## src/rtl/debounce_pkg.sv

```systemverilog
// Shared constants and edge-type enum for the multi-channel debouncer.
package debounce_pkg;
  localparam int DEF_STABLE_CNT = 100;
  localparam int DEF_HOLD_CNT   = 50000000;
  localparam int SYNC_STAGES    = 2;

  typedef enum logic [1:0] {
    EDGE_NONE,
    EDGE_RISE,
    EDGE_FALL
  } edge_t;
endpackage

```

## src/rtl/multi_debouncer_if.sv

```systemverilog
// Channel bundle between the board inputs and the debouncer; long_press only
// exists when DEBOUNCE_HOLD_EN is defined.
interface multi_debouncer_if #(
  parameter int N_CH = 4
);
  logic [N_CH-1:0] data_in;
  logic [N_CH-1:0] data_out;
  logic [N_CH-1:0] rise;
  logic [N_CH-1:0] fall;
`ifdef DEBOUNCE_HOLD_EN
  logic [N_CH-1:0] long_press;
`endif

  modport master (
    output data_in,
    input  data_out,
    input  rise,
    input  fall
`ifdef DEBOUNCE_HOLD_EN
    ,input long_press
`endif
  );

  modport slave (
    input  data_in,
    output data_out,
    output rise,
    output fall
`ifdef DEBOUNCE_HOLD_EN
    ,output long_press
`endif
  );
endinterface

```

## src/rtl/debounce_ch.sv

```systemverilog
// One debouncer channel: synchroniser, symmetric stability counter, edge
// strobes and (with DEBOUNCE_HOLD_EN) a saturating long-press counter.
module debounce_ch
  import debounce_pkg::*;
#(
  parameter int STABLE_CNT = DEF_STABLE_CNT
`ifdef DEBOUNCE_HOLD_EN
  ,parameter int HOLD_CNT = DEF_HOLD_CNT
`endif
) (
  input  logic clk,
  input  logic rst,
  input  logic din_i,
  output logic dout_o,
  output logic rise_o,
  output logic fall_o
`ifdef DEBOUNCE_HOLD_EN
  ,output logic long_press_o
`endif
);
  localparam int CNT_W = $clog2(STABLE_CNT + 1);

  logic [SYNC_STAGES-1:0] sync_q, sync_d;
  logic [CNT_W-1:0]       cnt_q, cnt_d;
  logic                   dout_q, dout_d;
  edge_t                  edge_q, edge_d;
  logic                   filt;

  assign filt   = sync_q[SYNC_STAGES-1];
  assign sync_d = {sync_q[SYNC_STAGES-2:0], din_i};

  // Any sample equal to the current output throws away the partial count.
  always_comb begin
    cnt_d  = '0;
    dout_d = dout_q;
    edge_d = EDGE_NONE;
    if (filt != dout_q) begin
      if (cnt_q == CNT_W'(STABLE_CNT - 1)) begin
        dout_d = filt;
        edge_d = filt ? EDGE_RISE : EDGE_FALL;
      end else begin
        cnt_d = cnt_q + CNT_W'(1);
      end
    end
  end

  always_ff @(posedge clk) begin
    if (rst) begin
      sync_q <= '0;
      cnt_q  <= '0;
      dout_q <= 1'b0;
      edge_q <= EDGE_NONE;
    end else begin
      sync_q <= sync_d;
      cnt_q  <= cnt_d;
      dout_q <= dout_d;
      edge_q <= edge_d;
    end
  end

  assign dout_o = dout_q;
  assign rise_o = (edge_q == EDGE_RISE);
  assign fall_o = (edge_q == EDGE_FALL);

`ifdef DEBOUNCE_HOLD_EN
  localparam int HOLD_W = $clog2(HOLD_CNT + 1);

  logic [HOLD_W-1:0] hold_q, hold_d;

  always_comb begin
    hold_d = hold_q;
    if (!dout_q) begin
      hold_d = '0;
    end else if (hold_q != HOLD_W'(HOLD_CNT)) begin
      hold_d = hold_q + HOLD_W'(1);
    end
  end

  always_ff @(posedge clk) begin
    if (rst) begin
      hold_q <= '0;
    end else begin
      hold_q <= hold_d;
    end
  end

  assign long_press_o = (hold_q == HOLD_W'(HOLD_CNT));
`endif
endmodule

```

## src/rtl/multi_debouncer.sv

```systemverilog
// N-channel symmetric debouncer; define DEBOUNCE_HOLD_EN to add the
// per-channel long_press output.
module multi_debouncer
  import debounce_pkg::*;
#(
  parameter int N_CH       = 4,
  parameter int STABLE_CNT = DEF_STABLE_CNT
`ifdef DEBOUNCE_HOLD_EN
  ,parameter int HOLD_CNT  = DEF_HOLD_CNT
`endif
) (
  input logic              clk,
  input logic              rst,
  multi_debouncer_if.slave bus
);
  for (genvar i = 0; i < N_CH; i++) begin : g_ch
    debounce_ch #(
      .STABLE_CNT (STABLE_CNT)
`ifdef DEBOUNCE_HOLD_EN
      ,.HOLD_CNT  (HOLD_CNT)
`endif
    ) u_ch (
      .clk          (clk),
      .rst          (rst),
      .din_i        (bus.data_in[i]),
      .dout_o       (bus.data_out[i]),
      .rise_o       (bus.rise[i]),
      .fall_o       (bus.fall[i])
`ifdef DEBOUNCE_HOLD_EN
      ,.long_press_o(bus.long_press[i])
`endif
    );
  end
endmodule

```

## src/flat_wrapper.sv

```systemverilog
// flat-port wrapper written by rule: the top's interface ports become plain ports
module multi_debouncer_flat import debounce_pkg::*;
#(
  parameter int N_CH       = 4,
  parameter int STABLE_CNT = DEF_STABLE_CNT

)
  (clk, rst, bus_data_in, bus_data_out, bus_rise, bus_fall);
  multi_debouncer_if #(.N_CH(N_CH)) bus_i ();
  input logic clk;
  input logic rst;
  input wire logic [$bits(bus_i.data_in)-1:0] bus_data_in;
  output wire logic [$bits(bus_i.data_out)-1:0] bus_data_out;
  output wire logic [$bits(bus_i.rise)-1:0] bus_rise;
  output wire logic [$bits(bus_i.fall)-1:0] bus_fall;
  assign bus_i.data_in = bus_data_in;
  assign bus_data_out = bus_i.data_out;
  assign bus_rise = bus_i.rise;
  assign bus_fall = bus_i.fall;
  multi_debouncer #(.N_CH(N_CH), .STABLE_CNT(STABLE_CNT)) u_core (.clk(clk), .rst(rst), .bus(bus_i));
endmodule
```

## config.mk

```make
export PLATFORM = sky130hd
export DESIGN_NAME = multi_debouncer_flat
export DESIGN_NICKNAME = d
export VERILOG_FILES = /design/src/rtl/debounce_pkg.sv /design/src/rtl/multi_debouncer_if.sv /design/src/rtl/debounce_ch.sv /design/src/rtl/multi_debouncer.sv /design/src/flat_wrapper.sv
export SDC_FILE = /design/constraint.sdc
export NUM_CORES = 1
export LEC_CHECK = 0
export CAP_MARGIN = 5
export CELL_PAD_IN_SITES_DETAIL_PLACEMENT = 0
export CELL_PAD_IN_SITES_GLOBAL_PLACEMENT = 1
export CORE_UTILIZATION = 39
export CTS_CLUSTER_SIZE = 12
export DETAILED_ROUTE_END_ITERATION = 16
export PLACE_DENSITY_LB_ADDON = 0.3
export SLEW_MARGIN = 20
export SYNTH_ARGS = -nofsm -noshare
export SYNTH_HDL_FRONTEND = slang
export SYNTH_SLANG_ARGS = --single-unit
```

## constraint.sdc

```tcl
create_clock -name clk -period 1.4 [get_ports clk]
set_input_delay 0.28 -clock clk [delete_from_list [all_inputs] [get_ports clk]]
set_output_delay 0.28 -clock clk [all_outputs]
set_load 0.005 [all_outputs]
```

# Word-level counts from Yosys, hierarchy flattened
# Cells that the tools add are included.
word_totals:
  register_bits: 48
  latchBits: 0
  ram_bits: 0
  mem_bits_ro: 0
  input_bits: 6
  memories: 0
op_classes:
  n_addsub: 4
  n_mul: 0
  div: 0
  n_lt_le_gt_ge: 0
  n_eq_ne: 16
  n_shift: 0
  mux: 4
  bitwise: 8
  n_reduce_logical: 12
ops:
  columns: ["cell", "n"]
  rows:
  - ["$add 7x1->7 const B", 4]
  - ["$eq 7x7->1 const B", 4]
  - ["$reduce_or 3->1", 8]
  - ["$eq 2x1->1 const B", 4]
  - ["$eq 2x2->1 const B", 4]
  - ["$mux 2", 4]
  - ["$not 1->1", 8]
  - ["$reduce_and 2->1", 4]
  - ["$ne 1x1->1", 4]

# Longest topological paths before layout
depth:
  word_depth: 3
  mapped_depth: 4

# By module
# From an unflattened synthesis, not the netlist that was laid out.
unflattened:
  cells_unflattened: 196
  area_unflattened_um2: 1821.7
modules_own_cells:
  columns: ["mod", "instances", "cells_per_inst", "area_per_inst_um2", "seq_area_each_um2"]
  rows:
  - ["debounce_ch", 4, 49, 455.4, 240.2]

# Worst setup path before layout
# Ideal clock, no wire load.
synth_timing:
  kind: "register -> register"
  from: "register u_core.g_ch[1].u_ch.cnt_q[0]"
  to: "register u_core.g_ch[1].u_ch.cnt_q[5]"
  setup_ns: 0.066
  arrival_time_ns: 1.289
  t_required_ns: 1.334
  slack_ns: 0.045
  path_stages_with_launch: 5
  n_path_buf: 0
  period_less_slack_ns: 1.355
  cell_sequence: "dfxtp_1 -> ha_1 -> and4bb_1 -> a311o_2 -> a21oi_2"
synth_between:
  elab_chain_cells: 2
  elab_cells_between_ends: 3
  cone_classes: "add/sub (1); eq/ne (1); reduce/logical (1)"
synth_lines:
  columns: ["element", "line", "text"]
  rows:
  - ["start, declared", "debounce_ch.sv:24", "logic [CNT_W-1:0] cnt_q, cnt_d;"]
  - ["start signal, assigned", "debounce_ch.sv:55", "cnt_q <= cnt_d;"]
  - ["parallel branches: the longest is 2 deep, another holds $add 7x1->7", null, null]
# Parallel ways; which one is timed is not known.
# A chain may end at the register's enable or synchronous reset.

# Final worst setup path
# Same ends and word-level chain as after synthesis.

==> key figures <==
Status
  • Status: complete, no violations

Layout
  • Area growth, synth to finish: 22.2%
  • Post-Layout Inst Area: 2370 um2
  • Share of cells above drive strength 1: 0.204
  • Diodes inserted: 0
  • Final cell count without fillers: 297
  • Fin nets: 239
  • Post-layout util: 0.499

Min path
  • Worst hold path type: flop to flop
  • Hold Crit Endpoint: u_core.g_ch[3].u_ch.sync_q[1]$_SDFF_PP0_
  • Hold depth: 1
  • HP Start: u_core.g_ch[3].u_ch.sync_q[0]$_SDFF_PP0_

Global routing
  • Vias in the first global route: 1399
  • First-pass GRT wire length: 5.76 mm
  • GRT Overall Usage: 0.141
  • Largest net degree at the start of global routing: 16
  • Total global routing overflow: 0
  • Initial antenna violation count: 0

Power
  • LEAKAGE: 0.879 nW
  • Worst vdd ir: 496 uV
  • Power Density: 1050 nW/um2

STA
  • Setup violators final: 0
  • Max Clk Rate: 748 MHz
  • Fin crit share: 0.955
  • Final Hold Fails: 0
  • Fin. max-slew vios: 0
  • Post-layout min period: 1.34 ns
  • Normalized max-slew margin: 0.754
  • Worst slew pin tran: 0.368 ns
  • RSZ-0062 raised after global routing: false
  • Clk_skew: 0.0100 ns

Critical path
  • R2r startpoint: u_core.g_ch[1].u_ch.cnt_q[0]$_SDFF_PP0_
  • Worst Path Required: 1.63 ns
  • FF-to-FF path depth: 4
  • Worst EP arrival: 1.57 ns
  • RR Endpoint: u_core.g_ch[1].u_ch.cnt_q[5]$_SDFF_PP0_
  • Crit end category: flop
  • CP Class: flop to flop
  • Critical Path Source Type: flop
  • Crit Path Max Fanout: 6
  • Worst reg-to-reg setup slack: 0.06 ns

Floorplan
  • Chip width: 72.6 um
  • Io pins: 18
  • Initial Util: 0.408
  • Die Y: 72.6 um
  • Core area: 4750 um2
  • Site Rows: 25
  • Die ar.: 5260 um2

Place
  • IO Port Bufs: 17
  • Placed insts: 285
  • Hpwl dp: 2.40 mm
  • RePlAce Congestion: 0.825
  • Area after DPL: 2200 um2

Yosys
  • Yosys reg bits: 48
  • Post-synth top area cell: dfxtp_1
  • Syn Nets: 211
  • Mapped Area: 1940 um2
  • Syn_area_per_cell: 9.66 um2
  • Count of cell types in the netlist: 26
  • Area contributors post-synth: dfxtp_1 49%, nor2b_1 5.2%, buf_4 4.6%, xnor2_1 4.1%, nor2_1 3.9%
  • Synth top area share: 0.495
  • Synthesized instance count: 201
  • Sequential fraction of the synthesis area: 0.495
  • YS warnings: 0

Clocking
  • Clk Latency, worst-skew pair: 0.30 ns
  • Number of clock sinks: 48
  • TritonCTS Buffers: 5
  • Max Root-Sink Buffers: 2
  • # hold bufs at CTS: 0
  • CTS root buf: clkbuf_8
  • H-tree levels: 2
  • Worst-path clk slew: 0.08 ns
  • TritonCTS clock tree: done

Routing
  • 1st-iter DRT viols: 62
  • Routed WL: 3.31 mm
  • Via count: 1436
  • Detailed-router iteration count before antenna repair: 4
  • Vias per cell: 4.84
  • Drc violations: 0
  • ANT nets after route: 0
  • Routed wire per std cell: 11.2 um

Flow run
  • Max cap viols: 0
[worst max-delay path by stage]
| stage | cells after the start | slack [ns] | from | to |
|---|---|---|---|---|
| after CTS | 3 | 0.04 | u_core.g_ch[2].u_ch.cnt_q[2]$_SDFF_PP0_ | u_core.g_ch[2].u_ch.cnt_q[2]$_SDFF_PP0_ |
| after global routing | 4 | 0.003 | u_core.g_ch[1].u_ch.cnt_q[0]$_SDFF_PP0_ | u_core.g_ch[1].u_ch.cnt_q[2]$_SDFF_PP0_ |
| after detailed placement | 4 | -0.06 | rst | u_core.g_ch[3].u_ch.cnt_q[6]$_SDFF_PP0_ |
| final | 4 | 0.06 | u_core.g_ch[1].u_ch.cnt_q[0]$_SDFF_PP0_ | u_core.g_ch[1].u_ch.cnt_q[5]$_SDFF_PP0_ |
| after floorplan | 4 | 0.04 | u_core.g_ch[1].u_ch.cnt_q[0]$_SDFF_PP0_ | u_core.g_ch[1].u_ch.cnt_q[5]$_SDFF_PP0_ |
| after global placement | 4 | -0.02 | rst | u_core.g_ch[2].u_ch.cnt_q[6]$_SDFF_PP0_ |
[cells in the mapped netlist]
| cell type | count |
|---|---|
| and4bb_1 | 1 |
| a31o_2 | 3 |
| ha_1 | 4 |
| a311o_2 | 1 |
| clkbuf_1 | 2 |
| or3_1 | 7 |
| nand2_1 | 8 |
| nor2_1 | 20 |
| nor4b_2 | 3 |
| nand4bb_1 | 1 |
| a21oi_1 | 11 |
| buf_4 | 12 |
| nor4_1 | 5 |
| nand3_1 | 12 |
| mux2i_1 | 1 |
| nand4_1 | 5 |
| dfxtp_1 | 48 |
| xor2_1 | 7 |
| nand2b_1 | 1 |
| nor4b_1 | 4 |
| inv_1 | 8 |
| a21oi_2 | 1 |
| o21ai_0 | 8 |
| nor2b_1 | 16 |
| xnor2_1 | 9 |
| a311o_1 | 3 |
[layout by cell type (no fill, tap or decap), types with 3 or more instances in the layout]
master | netlist | routed
nor4_1 | 5 | 5
clkbuf_8 | 0 | 6
dlygate4sd2_1 | 0 | 12
nor4b_1 | 4 | 3
nor2_1 | 20 | 20
or3_1 | 7 | 7
nor4b_2 | 3 | 3
nor2b_1 | 16 | 15
buf_4 | 12 | 18
ha_1 | 4 | 3
dfxtp_1 | 48 | 41
dfxtp_2 | 0 | 7
a311o_2 | 1 | 4
xor2_1 | 7 | 7
clkdlybuf4s50_1 | 0 | 5
xnor2_1 | 9 | 9
inv_1 | 8 | 8
nand4_1 | 5 | 5
nand2_1 | 8 | 8
o21ai_0 | 8 | 8
a31o_2 | 3 | 3
nand3_1 | 12 | 12
a21oi_1 | 11 | 11
[cell families after synthesis]
group / count (synthesis) / synth area share
buffers and inverters: 22 / 0.0657
multiplexers: 1 / 0.00515
AND/OR/NAND/NOR: 83 / 0.248
adder cells (fa/ha/maj): 4 / 0.0258
AO/OA/AOI/OAI: 27 / 0.0883
flip-flops: 48 / 0.495
XOR/XNOR: 16 / 0.0722
[per-layer routing]
metal | vias to the layer above | global-route usage | wire length (um)
met5 | - | 0 | 0
met4 | 0 | 0.0719 | 52
met3 | 7 | 0.0389 | 118
met2 | 20 | 0.248 | 1650
met1 | 666 | 0.154 | 1490
li1 | 743 | - | -
[through the flow]
step	power, mW	TNS [ns]	worst slack [ns]	hold WS, ns
after floorplan	1.45	0	0.0448	0.352
after global placement	1.48	-0.118	-0.0190	0.421
final	2.49	0	0.0631	0.442
after global routing	2.59	0	0.00282	0.464
after detailed placement	1.48	-0.677	-0.0639	0.429
after CTS	2.53	0	0.0358	0.449
[critical path, cell delays in order, from the launching register on]
cell and delay [ns]:
dfxtp_1 0.33, ha_1 0.21, and4bb_1 0.23, a311o_2 0.39, a21oi_2 0.12
[state kept, by name, summed over array words and instances (netlist names)]
name and cells:
u_core.g_ch.u_ch.sync_q 8, u_core.g_ch.u_ch.dout_o 4, u_core.g_ch.u_ch.edge_q 8, u_core.g_ch.u_ch.cnt_q 28
[power by group]
group | switching (mW) | internal, mW | leakage [nW]
Combinational | 0.0267 | 0.0359 | 0.425
Clock | 0.455 | 0.584 | 0.0614
Sequential | 0.00864 | 1.38 | 0.392
[area by class of cell]
class                           instances  area (um2)
Fill cell                             454        2380
Clock buffer                            6        82.6
Timing Repair Buffer                   35         290
Multi-Input combinational cell        131         877
Tap cell                               67        83.8
Clock inverter                          2        38.8
Inverter                                8        30.0
Sequential cell                        48         970
[repair_timing]
item | in CTS | in global routing
setup endpoints to repair | 14 | 20
setup buffers | 4 | 0
endpoints found under the hold margin | 0 | 0
gates cloned | 0 | 0
pin swaps | 1 | 0
resized for setup | 20 | 6
No activity file was read; power rests on OpenSTA's default activity.
==> edit 1: new RTL, config.mk and constraints unchanged <==
Re-encode `edge_t` (3 values) as one-hot, 3 bits wide.
--- a/src/rtl/debounce_pkg.sv
+++ b/src/rtl/debounce_pkg.sv
@@ -4,10 +4,10 @@
   localparam int DEF_HOLD_CNT   = 50000000;
   localparam int SYNC_STAGES    = 2;
 
-  typedef enum logic [1:0] {
-    EDGE_NONE,
-    EDGE_RISE,
-    EDGE_FALL
+  typedef enum logic [2:0] {
+    EDGE_NONE = 3'b001,
+    EDGE_RISE = 3'b010,
+    EDGE_FALL = 3'b100
   } edge_t;
 endpackage
 
Check against the original RTL: same outputs for any inputs over 10 cycles, from zero or initial values and one cycle with rst high; not proved beyond that.
==> edit 1 against the original RTL <==
Wire length grew 1.8%; clock skew fell by 0.0029 ns; clock power fell by 17%; sequential cell count grew 4; critical path type is now flop to primary output; die area grew 6.3%; area after synthesis grew 6.5%; critical endpoint is now bus_fall[3]; sequential power rose by 8%; final area grew 9.5%; total power shrank 2.4%; setup slack worse by 0.012 ns.
==> edit 1: results (changes against the original RTL) <==
[synthesis]
post_synthesis_cells=213  ; +6.0%
synth.yosys.seq_area_share_pct=50.3  ; +0.85 points
ys_seq_elements=52  ; +8.3%
synthTopCellsByCount=sky130_fd_sc_hd__dfxtp_1 (52), sky130_fd_sc_hd__nor2_1 (21), sky130_fd_sc_hd__a21oi_1 (13), sky130_fd_sc_hd__buf_4 (12)

[status]
outcome=complete, no violations

[drt]
detailroute.wirelength.met3_um=109  ; -7.6%
routed_wire_length_per_instance_um=10.4  ; -6.7%
detailroute.wirelength.met2_um=1570  ; -4.8%
routed_via_density=4.57  ; -5.4%
drtIter0Drc=79  ; +27%

[global_route]
groute.layer.met1.usage_pct=16.1  ; +0.69 points
grtUsageTotal_pct=13.3  ; -0.79 points
grt_util_met3_pct=4.02  ; +0.13 points

[timing]
skew_ns=0.00708  ; -0.00294 ns
worstMarginPinSlew_ns=0.408  ; +0.0404 ns
whs_ns=0.437  ; -0.00578 ns

[worst_setup_path]
crit_fanout=2  ; -4
critical-path-top-delay-family=flip-flops
worst-r2r-setup-slack_ns=0.08  ; +0.02 ns

[cells_and_area]
final_cell_area_mm2=0.00260  ; +9.5%
multi_input_gates=137  ; +4.6%
layout.clock.cell_area_share_pct=3.56  ; -1.6 points
area_share_nonclk_buffers_pct=14.1  ; +1.9 points
final_net_count=263  ; +10%

[place]
postPlaceCellArea_mm2=0.00242  ; +9.7%

[edit 1: changes by cell type after synthesis, moves of 4 or more]
| cell | delta |
|---|---|
| sky130_fd_sc_hd__nor4_1 | -5 |
| sky130_fd_sc_hd__xnor2_1 | -4 |
| sky130_fd_sc_hd__dfxtp_1 | +4 |
| sky130_fd_sc_hd__nor2_2 | +4 |
| sky130_fd_sc_hd__nor4b_1 | -4 |
| sky130_fd_sc_hd__nor2b_1 | -7 |
| sky130_fd_sc_hd__nor3b_1 | +8 |
[edit 1: final timing paths]
kind | startpoint | end | cells after the start
worst min-delay path | u_core.g_ch[2].u_ch.sync_q[0] | u_core.g_ch[2].u_ch.sync_q[1] | 1
worst min register to register | u_core.g_ch[2].u_ch.sync_q[0] | u_core.g_ch[2].u_ch.sync_q[1] | 1
worst max-delay path | u_core.g_ch[3].u_ch.edge_q[2] | bus_fall[3] | 2
worst max register to register | u_core.g_ch[2].u_ch.cnt_q[1] | u_core.g_ch[2].u_ch.edge_q[0] | 4
[edit 1: cell families after synthesis]
kind of cell / after synthesis / synth area share, %
adders and majority gates: 4 / 2.42
buffers and inverters: 24 / 6.53
DFF: 52 / 50.3
muxes: 1 / 0.484
xor gates and xnor gates: 15 / 6.35
AOI/OAI and AO/OA: 28 / 7.99
and+or+nand+nor: 89 / 25.9
[edit 1: repair_timing]
action                                  CTS  global route
setup buffers                             3             2
pin swaps                                 0             2
resized for setup                        20            15
endpoints found under the setup margin   16            20
[edit 1: worst reg2reg max path, cell delays in order, from the launching register on]
cell                        delay [ns]
sky130_fd_sc_hd__dfxtp_2          0.36
sky130_fd_sc_hd__ha_4             0.15
sky130_fd_sc_hd__nand4bb_4        0.14
sky130_fd_sc_hd__or2_4            0.28
sky130_fd_sc_hd__or2_2            0.29
==> edit 2: new RTL, same settings <==
Made on the original files. `N_CH` is set to 4 in 3 places; all go to 5.
--- a/src/rtl/multi_debouncer_if.sv
+++ b/src/rtl/multi_debouncer_if.sv
@@ -1,7 +1,7 @@
 // Channel bundle between the board inputs and the debouncer; long_press only
 // exists when DEBOUNCE_HOLD_EN is defined.
 interface multi_debouncer_if #(
-  parameter int N_CH = 4
+  parameter int N_CH = 5
 );
   logic [N_CH-1:0] data_in;
   logic [N_CH-1:0] data_out;
--- a/src/rtl/multi_debouncer.sv
+++ b/src/rtl/multi_debouncer.sv
@@ -3,7 +3,7 @@
 module multi_debouncer
   import debounce_pkg::*;
 #(
-  parameter int N_CH       = 4,
+  parameter int N_CH       = 5,
   parameter int STABLE_CNT = DEF_STABLE_CNT
 `ifdef DEBOUNCE_HOLD_EN
   ,parameter int HOLD_CNT  = DEF_HOLD_CNT
--- a/src/flat_wrapper.sv
+++ b/src/flat_wrapper.sv
@@ -1,7 +1,7 @@
 // flat-port wrapper written by rule: the top's interface ports become plain ports
 module multi_debouncer_flat import debounce_pkg::*;
 #(
-  parameter int N_CH       = 4,
+  parameter int N_CH       = 5,
   parameter int STABLE_CNT = DEF_STABLE_CNT
 
 )
Ports: changed (resized bus_data_in, bus_data_out, bus_fall and bus_rise); port bits go from 18 to 22. The function was not compared with the original's and may differ.
==> edit 2 against the original RTL <==
Setup slack worse by 0.032 ns; total power increased by 30%; fmax is 2.3% lower; first-iteration DRC count decreased by 32%; sequential cell count up 12; clock power rose by 37%; area after synthesis is 23% higher; final area grew 27%; final cell count grew 25%; clock skew down 0.0053 ns; wire length up 19%; core utilization increased by 1.0 points; global-route usage up 0.36 points; highest routed layer unchanged.
==> edit 2: results (changes against the original RTL) <==
[pwr]
vdd_ir_drop_max_mv=0.830  ; +67%
power.static_leakage_nw=1.15  ; +30%

[cts]
clock-root-buffer=sky130_fd_sc_hd__clkbuf_8
cts.htree.levels=3  ; +1
clock_path_buffers=2  ; unchanged
clk-insertion-delay-late_ns=0.34  ; +0.04 ns
worst_path_clk_slew_ns=0.06  ; -0.02 ns
number_of_buffers_inserted_during_clock_tree_synthesis=9  ; +4

[synthesis]
synth.yosys.seq_area_share_pct=50.2  ; +0.75 points
synth-edff-count=0  ; unchanged
synthTopCellsByCount=sky130_fd_sc_hd__dfxtp_1 (60), sky130_fd_sc_hd__nor2_1 (26), sky130_fd_sc_hd__nor2b_1 (21)
async_flop_share_pct=0  ; unchanged
ys_types=29  ; +12%
syn_nets=263  ; +25%
top_area_cells_in_the_synthesized_netlist=sky130_fd_sc_hd__dfxtp_1 (50%), sky130_fd_sc_hd__nor2b_1 (5.5%), sky130_fd_sc_hd__buf_4 (4.7%)
yosys_warnings=0  ; unchanged

[place]
postPlaceCellArea_mm2=0.00275  ; +25%
place_congestion=0.754  ; -8.6%
dp.final_hpwl_um=2710  ; +13%
buffer_ports.inserted=21  ; +4

[cells_and_area]
layout.filler_cells=575  ; +27%
antenna-diode-count=0  ; unchanged
fraction_of_layout_instances_using_a_drive_strength_above_1_pct=22.6  ; +2.2 points
layout_top_registers=u_core.g_ch.u_ch.cnt_q x35, u_core.g_ch.u_ch.edge_q x10, u_core.g_ch.u_ch.sync_q x10
final_net_count=303  ; +27%

[global_route]
groute.layer.met1.usage_pct=15.8  ; +0.40 points
grt_pass1_wl_um=6910  ; +20%
largest_net_degree_at_the_start_of_global_routing=14  ; -2
grtUsageTotal_pct=14.4  ; +0.36 points
first_global_vias=1670  ; +19%
grtUsageMet2_pct=22.9  ; -1.9 points
grt_util_met3_pct=6.14  ; +2.2 points
initial_antenna_violation_count=0  ; unchanged

[drt]
routed_via_density=4.69  ; -2.9%
drt_pass1_iterations=4  ; unchanged
detail_route.wirelength_um=3940  ; +19%
drtIter0Drc=42  ; -32%
detailroute.wirelength.met3_um=176  ; +49%
met1Wirelength_um=1790  ; +20%
highest-signal-layer=met4
detailroute.wirelength.met2_um=1850  ; +12%

[timing]
slew_headroom_pct=78.4  ; +3.0 points
skew_ns=0.00471  ; -0.00532 ns

[status]
outcome=complete, no violations

[min_path]
worst_min_path_class=flop to flop

[worst_setup_path]
crit_fanout=4  ; -2
arrival_time_of_the_worst_setup_path_ns=1.63  ; +0.06 ns

-- edit 2: cell types whose count changed after synthesis, moves of 4 or more --
cell	delta
sky130_fd_sc_hd__a21oi_1	+4
sky130_fd_sc_hd__dfxtp_1	+12
sky130_fd_sc_hd__nand2_1	+5
sky130_fd_sc_hd__nor2_1	+6
sky130_fd_sc_hd__nor2b_1	+5
sky130_fd_sc_hd__or3_1	+4
sky130_fd_sc_hd__xor2_1	+4
-- edit 2: stage by stage --
| stage | util, % | setup WS [ns] | TNS [ns] | hold slack [ns] | std cells |
|---|---|---|---|---|---|
| after floorplan | - | 0.0564 | 0 | 0.408 | 251 |
| after global routing | 50.9 | -0.0416 | -0.0603 | 0.453 | 371 |
| after detailed placement | 46.4 | -0.0998 | -1.67 | 0.422 | 351 |
| after CTS | 50.1 | 0.0111 | 0 | 0.439 | 371 |
| after global placement | 46.4 | -0.0945 | -1.47 | 0.417 | 351 |
| final | 50.9 | 0.0315 | 0 | 0.437 | 371 |
-- edit 2: area by class of cell --
cell class,count,area share (%)
Sequential cell,60,40.2
Multi-Input combinational cell,164,35.9
Timing Repair Buffer,47,13.4
Clock buffer,13,5.60
Tap cell,75,3.11
Inverter,9,1.12
Clock inverter,3,0.664
-- edit 2: critical path, stage by stage (launching register included) --
cell	delay, ns
sky130_fd_sc_hd__dfxtp_1	0.32
sky130_fd_sc_hd__or4b_4	0.55
sky130_fd_sc_hd__or3_1	0.32
sky130_fd_sc_hd__a21oi_1	0.12
-- edit 2: cells by family after synthesis --
logic type	Yosys count	share of synthesized area, %
fa+ha+maj	5	2.62
flops	60	50.2
buf+inv	27	6.59
compound gates	35	9.11
simple gates	104	24.1
xor+xnor	20	7.33
-- edit 2: where the power goes --
group | switching, mW | internal [mW] | leakage [nW]
Combinational | 0.0359 | 0.0487 | 0.567
Clock | 0.640 | 0.784 | 0.0917
Sequential | 0.0107 | 1.72 | 0.489
-- edit 2: timing repair --
item | CTS | global route
pin swaps | 0 | 3
resized for setup | 23 | 13
buffers inserted | 4 | 0
setup endpoints to repair | 19 | 20
gates cloned | 0 | 0
-- edit 2: path summary, 6_finish.rpt --
check	endpoint	slack, ns	cells after the start	startpoint
max reg2reg	u_core.g_ch[0].u_ch.dout_o	0.03	3	u_core.g_ch[0].u_ch.cnt_q[3]
min reg2reg	u_core.g_ch[4].u_ch.sync_q[1]	0.44	1	u_core.g_ch[4].u_ch.sync_q[0]
max	u_core.g_ch[0].u_ch.dout_o	0.03	3	u_core.g_ch[0].u_ch.cnt_q[3]
min	u_core.g_ch[4].u_ch.sync_q[1]	0.44	1	u_core.g_ch[4].u_ch.sync_q[0]
